**config.mk**
```make
export PLATFORM = sky130hd
export DESIGN_NAME = frame_scan_sequencer
export DESIGN_NICKNAME = d
export VERILOG_FILES = /design/src/rtl/frame_scan_sequencer.sv
export SDC_FILE = /design/constraint.sdc
export NUM_CORES = 1
export LEC_CHECK = 0
export BUFFER_PORTS_ARGS = -buffer_cell sky130_fd_sc_hd__buf_2
export CORE_MARGIN = 2
export CORE_UTILIZATION = 40
export DETAILED_ROUTE_END_ITERATION = 8
export SYNTH_ARGS = -nofsm -noshare
export SYNTH_HDL_FRONTEND = slang
export SYNTH_SLANG_ARGS = --single-unit
```
**constraint.sdc**
```tcl
create_clock -name clk -period 6.7 [get_ports clk]
set_input_delay 0 -clock clk [delete_from_list [all_inputs] [get_ports clk]]
set_output_delay 0 -clock clk [all_outputs]
set_load 0.01 [all_outputs]
```
**src/rtl/frame_scan_sequencer.sv**
```systemverilog
// Double-buffered 64-slot charlieplex scan sequencer with frame-rate PWM brightness.
// Frame image swaps into the shadow register only in the LOAD slot between frames.
//
// state | meaning
// IDLE  | blanked, waiting for enable
// LOAD  | one cycle: shadow <= frame_in, ack any requested swap
// SCAN  | stepping through LED slots, DWELL_CYCLES per slot
// BLANK | one cycle after the last slot: advance frame_count and pwm_phase
module frame_scan_sequencer #(
    parameter int LED_COUNT    = 64,
    parameter int INDEX_W      = 6,
    parameter int DWELL_CYCLES = 4,
    parameter int PWM_BITS     = 4
) (
    input  logic                 clk,
    input  logic                 rst,
    input  logic                 enable,
    input  logic [LED_COUNT-1:0] frame_in,
    input  logic [PWM_BITS-1:0]  brightness,
    input  logic                 swap_req,
    output logic                 swap_ack,
    output logic [INDEX_W-1:0]   charlie_index,
    output logic                 led_on,
    output logic                 frame_start,
    output logic [7:0]           frame_count
);

    localparam int DW_W = (DWELL_CYCLES > 1) ? $clog2(DWELL_CYCLES) : 1;
    localparam logic [INDEX_W-1:0] LAST_IDX = INDEX_W'(LED_COUNT - 1);
    localparam logic [DW_W-1:0]    LAST_DW  = DW_W'(DWELL_CYCLES - 1);

    typedef enum logic [1:0] {IDLE, LOAD, SCAN, BLANK} state_t;

    state_t               state, state_n;
    logic [LED_COUNT-1:0] shadow, shadow_n;
    logic [INDEX_W-1:0]   index_n;
    logic [DW_W-1:0]      dwell, dwell_n;
    logic [PWM_BITS-1:0]  pwm_phase, pwm_phase_n;
    logic                 pending, pending_n;
    logic [7:0]           frame_count_n;
    logic                 swap_ack_n, led_on_n, frame_start_n;

    always_comb begin
        state_n       = state;
        shadow_n      = shadow;
        index_n       = charlie_index;
        dwell_n       = dwell;
        pwm_phase_n   = pwm_phase;
        pending_n     = pending | swap_req;
        frame_count_n = frame_count;
        swap_ack_n    = 1'b0;

        case (state)
            IDLE: begin
                index_n = '0;
                dwell_n = '0;
                if (enable) begin
                    state_n    = LOAD;
                    swap_ack_n = pending | swap_req;
                end
            end
            LOAD: begin
                shadow_n  = frame_in;
                pending_n = 1'b0;
                state_n   = SCAN;
                index_n   = '0;
                dwell_n   = '0;
            end
            SCAN: begin
                if (!enable) begin
                    state_n = IDLE;
                    index_n = '0;
                    dwell_n = '0;
                end else if (dwell == LAST_DW) begin
                    dwell_n = '0;
                    if (charlie_index == LAST_IDX) begin
                        state_n       = BLANK;
                        frame_count_n = frame_count + 8'd1;
                        pwm_phase_n   = pwm_phase + 1'b1;
                    end else begin
                        index_n = charlie_index + 1'b1;
                    end
                end else begin
                    dwell_n = dwell + 1'b1;
                end
            end
            BLANK: begin
                dwell_n = '0;
                if (!enable) begin
                    state_n = IDLE;
                    index_n = '0;
                end else if (pending | swap_req) begin
                    state_n    = LOAD;
                    index_n    = '0;
                    swap_ack_n = 1'b1;
                end else begin
                    state_n = SCAN;
                    index_n = '0;
                end
            end
            default: state_n = IDLE;
        endcase

        // Outputs are registered, so they are derived from the values about to be loaded.
        frame_start_n = (state_n == SCAN) && (index_n == '0) && (dwell_n == '0);
        led_on_n      = (state_n == SCAN) && shadow_n[index_n] && (brightness > pwm_phase_n);
    end

    always_ff @(posedge clk or posedge rst) begin
        if (rst) begin
            state         <= IDLE;
            shadow        <= '0;
            charlie_index <= '0;
            dwell         <= '0;
            pwm_phase     <= '0;
            pending       <= 1'b0;
            frame_count   <= 8'd0;
            swap_ack      <= 1'b0;
            led_on        <= 1'b0;
            frame_start   <= 1'b0;
        end else begin
            state         <= state_n;
            shadow        <= shadow_n;
            charlie_index <= index_n;
            dwell         <= dwell_n;
            pwm_phase     <= pwm_phase_n;
            pending       <= pending_n;
            frame_count   <= frame_count_n;
            swap_ack      <= swap_ack_n;
            led_on        <= led_on_n;
            frame_start   <= frame_start_n;
        end
    end

endmodule

```
# Word-level counts from Yosys, hierarchy flattened
# Cells that the tools add are included.
[totals] reg_bits=90 in_bits=72 out_inout_bits=17 wordCells=58
[classes] addsub=4 n_lt_le_gt_ge=2 eq_ne=6 muxes=26 n_bitwise=1 reduce_logical=9
[ops] op="$mux 64" n=1
[ops] op="$mux 6" n=3
[ops] op="$mux 2" n=8
[ops] op="$mux 4" n=4
[ops] op="$pmux 6 s2" n=1
[ops] op="$add 8x1->8 const B" n=1
[ops] op="$eq 2x2->1 const B" n=4
[ops] op="$pmux 2 s4" n=1
[ops] op="$lt 6x7->1 const B" n=1
[ops] op="$add 6x1->6 const B" n=1
[ops] op="$bmux 1 s6" n=1
[ops] op="$eq 6x6->1 const B" n=1
[ops] op="$logic_not 6->1" n=1
[ops] op="$mux 1" n=5
[ops] op="$add 4x1->4 const B" n=1
[ops] op="$gt 4x4->1" n=1
[ops] op="$logic_and 1x1->1" n=4
[ops] op="$logic_not 2->1" n=2
[ops] op="$pmux 2 s2" n=1
[ops] op="$reduce_and 4->1" n=1
[ops] op="$reduce_or 3->1" n=1
[ops] op="$add 2x1->2 const B" n=1
[ops] op="$eq 2x1->1 const B" n=1
[ops] op="$pmux 1 s2" n=1
[ops] op="$or 1x1->1" n=1

# Depth between registers and ports, before layout
[logic_depth] word_depth=9 depth_mapped=14 depth_no_buf=14

# Worst setup path after synthesis
# No wires, ideal clock.
[synth_timing] kind="flip-flop to flip-flop" startpoint="reg charlie_index[0]" endpoint="reg led_on" setup_time_ns=0.094 arrival_time_ns=2.772 required_time_ns=6.606 path_slack_ns=3.835 stages_incl_launch_ff=15 path_buffers=0 period_less_slack_ns=2.865 cell_sequence="dfrtp_1 > ha_1 > and3_1 > nand4_1 > nor2_1 > mux2_2 > inv_1 > ha_1 > nor2b_1 > o21ai_0 > nand2b_1 > a21oi_1 > nor4bb_1 > o211ai_1 > a221oi_2"
[synth_between] word_cells_on_any_way=20 cone_classes="add/sub: 1; order compare: 1; eq/ne: 2; mux: 14; reduce/logical: 2"
[synth_rtl] element="from (decl)" line="22" text="output logic [INDEX_W-1:0] charlie_index,"
[synth_rtl] element="from (signal assigned)" line="124" text="charlie_index <= index_n;"
[synth_rtl] element="$eq 6x6->1" line="76" text="if (charlie_index == LAST_IDX) begin"
[synth_rtl] element="$mux 4" line="76"
[synth_rtl] element="$mux 4" line="74" text="end else if (dwell == LAST_DW) begin"
[synth_rtl] element="$mux 4" line="70" text="if (!enable) begin"
[synth_rtl] element="$mux 4" line="53" text="case (state)"
[synth_rtl] element="net pwm_phase_n[1]" line="38" text="logic [PWM_BITS-1:0] pwm_phase, pwm_phase_n;"
[synth_rtl] element="$gt 4x4->1" line="106" text="led_on_n = (state_n == SCAN) && shadow_n[index_n] && (brightness > pwm_phase_n);"
[synth_rtl] element="$logic_and 1x1->1" line="106"
[synth_rtl] element="net led_on_n" line="41" text="logic swap_ack_n, led_on_n, frame_start_n;"
[synth_rtl] element="to (signal assigned)" line="130" text="led_on <= led_on_n;"
[synth_rtl] element="to (decl)" line="23" text="output logic led_on,"
# The timed path passes the listed nets, and every way through them passes these cells. The select of a mux whose other input is x is not followed.
# A chain may end at the register's enable or synchronous reset.

# Final worst setup path
[layout_timing] startpoint="reg state[0]" endpoint="reg led_on"
[layout_between] elab_chain_len=7 word_cells_on_any_way=19 cone_classes="order compare: 1; eq/ne: 4; mux: 10; reduce/logical: 4"
[layout_rtl] element="from (decl)" line="34" text="state_t state, state_n;"
[layout_rtl] element="from (signal assigned)" line="122" text="state <= state_n;"
[layout_rtl] element="$eq 2x2->1, or another cell as far along" line="53"
[layout_rtl] element="$reduce_or 3->1 (no line) or $mux 2 (tied branches)"
[layout_rtl] element="$pmux 6 s2 or $mux 2 (tied branches)" line="53, 70"
[layout_rtl] element="$bmux 1 s6 or $pmux 2 s4 (tied branches)" line="106, 53"
[layout_rtl] element="$mux 1 (implied by the code) or $eq 2x2->1 (tied branches)" line="106"
[layout_rtl] element="$logic_and 1x1->1" line="106"
[layout_rtl] element="$logic_and 1x1->1 (*)" line="106"
[layout_rtl] element="net led_on_n" line="41"
# Mark *: on every way through the listed nets, which the timed path passes. The rest lies on a longest branch. The select of a mux whose other input is x is not followed.

==> out/metrics.cfg <==
[cts]
clock-root-buffer=clkbuf_8
clk_pin_slew_worst_paths_ps=80
post_cts_buffers=0
cts_buffer_depth=2
cts_buffers=9
cts_tree=built
htree_levels=3
cts_resized=0
clock_latency_ps=360
clock_sinks=90

[finish]
drive_above_1_share_pct=36.63
antennaDiodeCount=0
fill_cells=908
area_delta_synth_final_pct=32.15
final_nets=585

[route]
vias=3162
wl_um=9781
postRouteAntennaNets=0
highest_layer=met4
vias_per_cell=4.902
dr_wl_met3_um=446
wl_per_cell_um=15.16
wl_met2_um=4445
drt_iter0_markers=213
drt_first_pass_iters=4
m1WireLength_um=4679
drc=0

[critical_path]
crit_family=simple AND/OR/NAND/NOR gates
cp_num_buf_inv=1
critPathLaunchType=flip-flop
worstPathRequired_ps=6970
max_stage_delay_ps=950
path_class=flip-flop to flip-flop
critPathMaxFanout=33
crit_chain=inv_1 > ha_1 > nand2_1 > o22ai_1 > nor2_4 > mux2i_1 > mux2_2 > a21bo_1 > a211o_1 > a221oi_2
cp_slowest_cell=nor2_4
arrival_ps=3760
end_kind=flip-flop

[sta]
clock_skew_ps=3.946
drv_slew=0
holdWs_ps=200.3
setup_viol=0
slew_headroom_pct=21.21
post-route-period-util_pct=52.02
worstMarginPinSlew_ps=1179
period_minus_slack_ps=3485
fmax_mhz=286.9
hold_viol_final=0
grt_setup_unrepaired=false
tns_ps=0

[logic_synthesis]
synthCells=346
synth-compound-area-share_pct=5.794
synth_top_area_cell=dfrtp_1
synth_area_mm2=0.004405
synth_xor_area_share_pct=1.988
synth_top_family_by_area=multiplexers
synth_nets=430
syn_area_per_cell_um2=12.73
seq_area_frac_synth_pct=51.12
synth-simple-area-share_pct=8.748
synth_area_leaders=dfrtp_1 51%, mux2_2 18%, mux2i_1 8.0%
synth_ff_type=dfrtp_1
synth_warnings=0
synth_seq_cells=90
synthAdderAreaFrac_pct=3.408
async_flop_share_pct=100.0
synthMuxAreaShare_pct=26.16
yosysTopAreaCellShare_pct=51.12
synth_cell_types=51
synth_edf_count=0

[worst_hold_path]
hold_class=input port to async pin

[global_route]
grt_max_degree=67
grt_pass1_wl_um=16200
groute.usage.overall_pct=17.76
grt_pass1_vias=3287
gr-total-overflow=0
antenna_found_initial=0

[placed_design]
dp_hpwl_um=6600
numPortBuffers=88
gp_congestion=0.8200

[die]
chipHeight_um=108.9
die_w_um=108.9
die-area_mm2=0.01187
pin_count=89
start_util_pct=40.82
row_count=38
core-area_mm2=0.01079

[pwr]
p_clk_share_pct=18.8
powerDensity_mw_per_mm2=333.5
seq_power_share_pct=41.8
switching_share_pct=30.54
p_sw_mw=0.5929
p_int_mw=1.348
ir_drop_v=0.0001958
combinationalPowerShare_pct=39.4
p_leak_nw=2.889

[run]
max_cap_violations=0

[status]
status=finished clean

## metal layers
layer  track usage [%]  vias up
met2             27.73       77
met4             7.143        0
li1                  -     1564
met1             24.65     1504
met3             2.869       17
met5                 0        -
## Yosys cell counts (2+ instances only)
master	count
or2_2	2
mux2i_1	35
xor2_1	5
o311a_1	2
nor2_1	17
nor3_1	8
nand4_1	6
clkbuf_1	4
o211ai_1	4
a21o_1	2
nand4b_1	2
o22ai_1	4
nand2_1	9
nand3b_1	2
nand3_1	4
inv_1	11
o21ai_0	4
dfrtp_1	90
ha_1	12
buf_4	3
a21oi_1	7
nand2b_1	4
xnor2_1	5
and3_1	3
and4_1	2
buf_2	5
mux2_2	70
## state kept, by name, summed over array words and instances (netlist names)
register / cells
charlie_index: 6
dwell: 2
frame_count: 8
frame_start: 1
led_on: 1
pending: 1
pwm_phase: 4
shadow: 64
state: 2
swap_ack: 1
## worst reg2reg max path, stage by stage, from the launching register on
cell	delay, ps
dfrtp_1	410
inv_1	100
ha_1	260
nand2_1	230
o22ai_1	250
nor2_4	950
mux2i_1	190
mux2_2	320
a21bo_1	200
a211o_1	270
a221oi_2	220
## power groups by stage
stage,combinational [mW],clock (mW),sequential (mW)
final,0.766,0.365,0.811
after global routing,0.848,0.395,0.832
after CTS,0.774,0.378,0.812
after detailed placement,0.740,0,0.825
after global placement,0.729,0,0.816
after floorplan,0.588,0,0.810
## final cells by class
cell class	count	area, um2	share of cell area [%]
Inverter	13	50.05	0.8597
Multi-Input combinational cell	230	2033	34.92
Clock buffer	12	145.1	2.493
Clock inverter	3	40.04	0.6877
Timing Repair Buffer	157	1126	19.34
Tap cell	140	175.2	3.009
Sequential cell	90	2252	38.68
## layout by cell type, fill, tap and decap left out, types with 2 or more instances in the layout
master,netlist,layout
a21o_1,2,2
a21oi_1,7,7
and3_1,3,3
and4_1,2,2
buf_2,5,88
buf_4,3,2
clkbuf_1,4,2
clkbuf_8,0,10
clkinv_2,0,3
dfrtp_1,90,90
dlygate4sd3_1,0,67
ha_1,12,11
inv_1,11,10
mux2_2,70,70
mux2i_1,35,35
nand2_1,9,9
nand2b_1,4,4
nand3_1,4,4
nand3b_1,2,2
nand4_1,6,6
nand4b_1,2,2
nor2_1,17,17
nor3_1,8,8
o211ai_1,4,4
o21ai_0,4,4
o22ai_1,4,4
o311a_1,2,2
or2_2,2,2
xnor2_1,5,5
xor2_1,5,5
## worst paths after layout
| check | start | endpoint | slack [ps] | cells after the start |
|---|---|---|---|---|
| setup / recovery | state[0] | led_on | 3210 | 10 |
| hold / removal | rst | pwm_phase[3] | 200 | 3 |
| setup reg to reg | state[0] | led_on | 3210 | 10 |
| hold reg to reg | dwell[0] | dwell[0] | 460 | 1 |
| max in group asynchronous | rst | dwell[1] | 5350 | 4 |
| min in group clk | brightness[2] | led_on | 300 | 6 |
## cell families after synthesis
family                   count (synthesis)
XOR/XNOR                                10
adder cells (fa/ha/maj)                 12
AO/OA/AOI/OAI                           33
buffers and inverters                   26
multiplexers                           106
flip-flops                              90
AND/OR/NAND/NOR                         69
## stage by stage
stage	setup WS, ps	power, mW	cells	area, um2	util [%]
CTS	3172	1.964	645	5822	53.94
finish	3215	1.941	645	5822	53.94
global placement	3336	1.545	563	4966	46.01
floorplan	3835	1.398	346	4405	-
detailed placement	3192	1.564	563	4966	46.01
global route	2924	2.076	645	5822	53.94
## repair_timing
item                       CTS  global route
hold buffers                67             0
hold endpoints to repair    98             0
setup endpoints to repair    0             0
(Power assumes the default switching activity.)
